==> config.mk <==
export PLATFORM = sky130hd
export DESIGN_NAME = hvsync_ram_subsystem
export DESIGN_NICKNAME = d
export VERILOG_FILES = /design/src/rtl/hvsync_ram_subsystem.sv
export SDC_FILE = /design/constraint.sdc
export NUM_CORES = 1
export LEC_CHECK = 0
export ABC_AREA = 1
export CAP_MARGIN = 40
export CORE_MARGIN = 4
export CORE_UTILIZATION = 28
export CTS_CLUSTER_SIZE = 14
export DETAILED_ROUTE_END_ITERATION = 10
export PLACE_DENSITY_LB_ADDON = 0.05
export SLEW_MARGIN = 20
export SYNTH_ARGS = -nofsm -noshare
export SYNTH_HDL_FRONTEND = slang
export SYNTH_SLANG_ARGS = --single-unit
==> constraint.sdc <==
create_clock -name clk -period 1.75 [get_ports clk]
set_clock_uncertainty 0.1 [all_clocks]
set_input_delay 0.4375 -clock clk [delete_from_list [all_inputs] [get_ports clk]]
set_output_delay 0.4375 -clock clk [all_outputs]
set_load 0.01 [all_outputs]
==> src/rtl/hvsync_ram_subsystem.sv <==
// Video timing generator (256x240 visible, 309x262 total) plus a small
// single-port synchronous RAM shared by the renderer and the CPU.
// Address multiplexing between the two callers happens outside this block.
module hvsync_ram_subsystem #(
    parameter int RAM_ADDR_WIDTH = 6,
    parameter int RAM_DATA_WIDTH = 16
) (
    input  logic                      clk,
    input  logic                      reset,
    output logic [8:0]                hpos,
    output logic [8:0]                vpos,
    output logic                      hsync,
    output logic                      vsync,
    output logic                      display_on,
    input  logic [RAM_ADDR_WIDTH-1:0] ram_addr,
    input  logic [RAM_DATA_WIDTH-1:0] ram_din,
    input  logic                      ram_we,
    output logic [RAM_DATA_WIDTH-1:0] ram_dout
);

    localparam int RAM_DEPTH = 1 << RAM_ADDR_WIDTH;

    localparam logic [8:0] H_DISPLAY    = 9'd256;
    localparam logic [8:0] H_SYNC_START = 9'd263;
    localparam logic [8:0] H_SYNC_END   = 9'd285;
    localparam logic [8:0] H_MAX        = 9'd308;

    localparam logic [8:0] V_DISPLAY    = 9'd240;
    localparam logic [8:0] V_SYNC_START = 9'd254;
    localparam logic [8:0] V_SYNC_END   = 9'd256;
    localparam logic [8:0] V_MAX        = 9'd261;

    logic [8:0]                hpos_r;
    logic [8:0]                vpos_r;
    logic                      hsync_r;
    logic                      vsync_r;
    logic [RAM_DATA_WIDTH-1:0] ram_dout_r;
    logic [RAM_DATA_WIDTH-1:0] mem_r [RAM_DEPTH];

    // Inclusive unsigned window test used by both sync decoders.
    function automatic logic in_window(input logic [8:0] val,
                                       input logic [8:0] lo,
                                       input logic [8:0] hi);
        return (val >= lo) && (val <= hi);
    endfunction

    // Beam counters: hpos every clock, vpos on line end, both wrap at frame end.
    always_ff @(posedge clk or negedge reset) begin
        if (!reset) begin
            hpos_r <= 9'd0;
            vpos_r <= 9'd0;
        end else if (hpos_r == H_MAX) begin
            hpos_r <= 9'd0;
            if (vpos_r == V_MAX) begin
                vpos_r <= 9'd0;
            end else begin
                vpos_r <= vpos_r + 9'd1;
            end
        end else begin
            hpos_r <= hpos_r + 9'd1;
            vpos_r <= vpos_r;
        end
    end

    // Sync pulses decoded from the pre-update counters, so they lag the beam by one clock.
    always_ff @(posedge clk or negedge reset) begin
        if (!reset) begin
            hsync_r <= 1'b0;
            vsync_r <= 1'b0;
        end else begin
            hsync_r <= in_window(hpos_r, H_SYNC_START, H_SYNC_END);
            vsync_r <= in_window(vpos_r, V_SYNC_START, V_SYNC_END);
        end
    end

    // RAM array write port; contents deliberately survive reset.
    always_ff @(posedge clk) begin
        if (ram_we) begin
            mem_r[ram_addr] <= ram_din;
        end
    end

    // Registered read port; a same-address write in this cycle yields the old word.
    always_ff @(posedge clk or negedge reset) begin
        if (!reset) begin
            ram_dout_r <= {RAM_DATA_WIDTH{1'b0}};
        end else begin
            ram_dout_r <= mem_r[ram_addr];
        end
    end

    assign hpos       = hpos_r;
    assign vpos       = vpos_r;
    assign hsync      = hsync_r;
    assign vsync      = vsync_r;
    assign ram_dout   = ram_dout_r;
    assign display_on = (hpos_r < H_DISPLAY) && (vpos_r < V_DISPLAY);

endmodule

; ---- Word level (Yosys, flattened, before mapping)
; Memories as Yosys holds them, arrays and structs flattened. A register that Yosys moved wholly into a read port is not among the register bits.
; Cells that the tools add are included.
[word_totals]
regBits = 20
mem_bits_rw = 1024
input_bits = 25
output_inout_bits = 37
word_cells = 23
mem_count = 1
[mem_list]
columns = name, words, word_bits, read_ports, rd_ports_with_merged_regs, wr, line_no
row1 = mem_r, 64, 16, 1, 1, 1, 38  ; logic [RAM_DATA_WIDTH-1:0] mem_r [RAM_DEPTH];
[op_classes]
addsub = 2
magnitude_cmp = 6
n_eq_ne = 2
muxes = 4
n_reduce_logical = 4
[ops]
columns = cell, n
row1 = $add A9 B1 Y9 const B, 2
row2 = $eq A9 B9 Y1 const B, 2
row3 = $le A9 B9 Y1 const B, 2
row4 = $mux W9, 2
row5 = $ge A9 B8 Y1 const B, 1
row6 = $ge A9 B9 Y1 const B, 1
row7 = $lt A9 B8 Y1 const B, 1
row8 = $lt A9 B9 Y1 const B, 1
row9 = $logic_and A1 B1 Y1, 3
row10 = $mux W1, 2
row11 = $logic_not A1 Y1, 1

; ---- Longest topological paths before layout
[depth]
ltp_word = 2
depth_mapped = 15
ltp_nobuf = 11

; ---- Worst setup path before layout
; No wires, ideal clock.
[synth_path]
path_type = input-to-reg
startpoint = in ram_addr[0]
endpoint = mem mem_r[40][0], enable pin
setup_time_ns = 0.430
arrival_ns = 2.697
required_ns = 1.220
path_slack_ns = -1.477
stages = 5
n_path_buf = 4
cell_sequence = buf_4 > buf_6 > buf_2 > buf_2 > nor4_1
[synth_lines]
columns = element, line_no
row1 = from (decl), 15  ; input logic [RAM_ADDR_WIDTH-1:0] ram_addr,
row2 = to (decl), 38
; Straight into the memory's write port.

; ---- Worst setup path in the final report
[layout_path]
startpoint = reg vpos_r[6] (netlist: vpos[6])
endpoint = reg vsync_r (netlist: vsync)
[layout_between]
elab_chain_cells = 2
word_cells_on_any_way = 3
classes_between = order compare (2) / reduce/logical (1)
[layout_lines]
columns = element, line_no
row1 = from (decl), 34  ; logic [8:0] vpos_r;
row2 = from (signal assigned), 57  ; vpos_r <= vpos_r + 9'd1;
row3 = from (signal assigned), 61  ; vpos_r <= vpos_r;
row4 = $ge A9 B8 Y1 or $le A9 B9 Y1 (tied branches), 44  ; return (val >= lo) && (val <= hi);
row5 = $logic_and A1 B1 Y1 (*), 44
row6 = to (signal assigned), 72  ; vsync_r <= in_window(vpos_r, V_SYNC_START, V_SYNC_END);
row7 = to (decl), 36  ; logic vsync_r;
; Mark *: on every way between the ends. The rest lies on a longest branch, timed or not.
; A chain may end at the register's enable or synchronous reset.

==> metrics.txt <==
Worst-Skew Late Latency=770 ps; Port Buffer Count=61; Finished Layout Cells=approximately 7000; post-route antenna net violation count=0; syn_area_per_cell=approximately 10 um^2; met3 Use GR=under 10%; H-tree levels=4; WP data required=approximately 2300 ps; TritonCTS sink count=1060; worst-path maximum fanout=2; Final Cycle Share=133%; leak pwr=23.8 nW; Post-Synth XOR/XNOR Area=0.0980%; die area=around 170000 um^2; Mapped Cells=about 4400; area delta synth->final=27.9%; Slowest cell on crit path=dfrtp_1; HP Class=in -> reg; startpoint type of the worst setup path=flop; Cell Chain, Critical Path=nand2_2 -> buf_4 -> buf_4 -> buf_4 -> buf_4 -> buf_4 -> buf_4 -> buf_4 -> buf_4 -> buf_4 -> buf_4 -> buf_4 -> buf_4 -> nor3_2 -> nand2_1 -> o41ai_2; async set-reset flop share out of synthesis=around 3.4%; # IOs=62; Slew headroom=59.9%; first-pass GRT wire length=227 mm; Total Wirelength=159 mm; Slew Viols, Final=0; layout cells sized above 1=~17%; Finish-stage setup viols=57; core area=159000 um^2; mux contribution to synthesized area=0%; TritonCTS clock tree=yes; gpl congestion=around 0.84; syn nets=around 4400; status=complete, but fails checks; Placed Cells=between 6000 and 7000; library cells used by synthesis=31; Final Power=between 50 and 60 mW; Die Wd=~410 um; Achievable Freq=~430 MHz; Max Buffers Root-to-Sink=3; M1 GR Usage=a little over a quarter; Yosys top cell area share=68.8%; Final WS setup=-575 ps; post-synthesis simple-gate area fraction=between 20% and 30%; most common cell in the netlist=nand2_1; vias in the first global route=roughly 30000; Post-Syn Area=between 40000 and 50000 um^2; ys flop type=edfxtp_1; part of the Yosys area used for sequential elements=a little over two thirds; Ys Warns=0; floorplan row count=roughly 150; CP most frequent cell=buf_4; routed len/inst=between 20 and 25 um; DRT Pass-1 Iters=7; initial core utilization=about 28%; CTS root buf=clkbuf_16; number of synthesized flops with an enable pin=slightly above 1000; GRT Max-Usage Layer=met2; fin util=between 30 and 40%; Slew @ Worst Pin=approximately 600 ps; CTS Buf Count=roughly 130; Global Route Usage Sum=19.0%; Worst Setup Path Type=reg -> reg; combinational family with the most area after synthesis=simple AND/OR/NAND/NOR gates; post-synthesis adder-cell area fraction=less than 1%; Area after DPL=between 50000 and 60000 um^2; Arr. time, crit path=about 2900 ps; Setup crit end kind=flop; PD cells=a little over 1000 nW/um^2; RSZ-0062 raised after global routing=yes; failing checks=negative setup slack; Hold Violations, Final=0; cell taking the most area after synthesis=edfxtp_1; fin crit period=2330 ps; GR Layer Usage met2=between 20 and 30%; Max VDD drop=0.000956 V; routed vias/inst=4.38; Max-Cap Viols=0; maximum number of pins on one net before global-route repair=between 60 and 70; Finished Cell Area=57200 um^2; top post-synthesis cells by area=edfxtp_1 69%, nand2_1 24%, dfrtp_1 2.0%; DP HPWL=106 mm; initial antenna violation count=10; Post-synth top cells=2858 x nand2_1, 1024 x edfxtp_1, 121 x nor2_1; DR vias=between 30000 and 40000; Synth Area in Compound Gates=less than 1%; #FFs+latches synth=1060; Clk pin slew, worst setup/hold paths=about 50 ps; Die Height=408 um; residual DRC count=0; Crit path largest cell delay=between 300 and 400 ps; grt ovf=0; initial DRC count=between 2000 and 2500; fin nets=roughly 4900
==> logic make-up (layout without fill, tap and decap cells) <==
kind of cell | Yosys count | in the layout
buffers and inverters | 260 | 807
and+or+nand+nor | 3032 | 3032
other | 0 | 11
AOI/OAI and AO/OA | 32 | 32
DFF | 1060 | 1060
xor gates and xnor gates | 5 | 5
adders and majority gates | 5 | 5
==> sequential cells by signal, summed over array words and instances (netlist names) <==
register / flops
ram_dout: 16
hsync: 1
mem_r: 1024
vpos: 9
hpos: 9
vsync: 1
==> through the flow <==
stage | hold slack (ps) | worst slack [ps] | setup TNS (ps)
after global routing | 32.8 | -655 | -8770
final | 50.3 | -575 | -5800
after global placement | 332 | -990 | -778540
after CTS | 3.57 | -532 | -8650
after floorplan | 41.9 | -670 | -613860
after detailed placement | 333 | -973 | -780890
==> metal layers <==
| metal | up-vias | routed length, um |
|---|---|---|
| met2 | 537 | 72500 |
| met1 | 14900 | 76500 |
| met3 | 177 | 6740 |
| met4 | 4 | 3200 |
| li1 | 15200 | - |
| met5 | - | 27 |
==> power by group <==
part | internal (mW) | switching [mW]
sequential | 28.1 | 0.164
combinational | 1.59 | 3.24
clock | 15.4 | 10.9
==> area by class of cell <==
class	count	area, um^2
Timing Repair Buffer	517	6290
Clock buffer	165	3510
Tap cell	2072	2590
Inverter	53	241
Sequential cell	1060	31700
Antenna cell	11	27.5
Fill cell	15900	101000
Clock inverter	72	603
Multi-Input combinational cell	3074	12200
==> worst max-delay path: cells and delay by family (launching register included) <==
kind | cells | cell delay (ps)
AND/OR/NAND/NOR | 3 | 240
AO/OA/AOI/OAI | 1 | 50
flip-flops | 1 | 380
buffers and inverters | 12 | 1450
==> layout by cell type, fill, tap and decap left out, types with 29 or more instances in the layout <==
cell type | netlist | layout
nand2_1 | 2858 | 2850
edfxtp_1 | 1024 | 1024
buf_4 | 8 | 276
buf_12 | 0 | 178
clkbuf_16 | 0 | 136
nor2_1 | 121 | 59
nor2_2 | 0 | 53
buf_6 | 9 | 35
inv_1 | 41 | 33
clkinv_1 | 1 | 31
clkbuf_1 | 86 | 29
==> final timing paths <==
path | cells past startpoint | startpoint | slack (ps) | end
worst min-delay path | 2 | ram_din[5] | 50 | mem_r[23][5]
worst max-delay path | 16 | vpos[6] | -580 | vsync
max in group asynchronous | 3 | reset | 1150 | ram_dout[6]
min in group asynchronous | 3 | reset | 90 | vsync
worst min register to register | 2 | hpos[0] | 470 | hpos[0]
worst max register to register | 16 | vpos[6] | -580 | vsync
==> repair_timing <==
item                                    4_1_cts  5_1_grt
cloned                                        1        0
hold buffers                                  6        0
endpoints found under the setup margin      216      106
pin swaps                                     4       15
hold endpoints to repair                     86        0
setup buffers                                26       15
resized for setup                           205       49
Note: power is estimated with default switching activity, not from simulation.
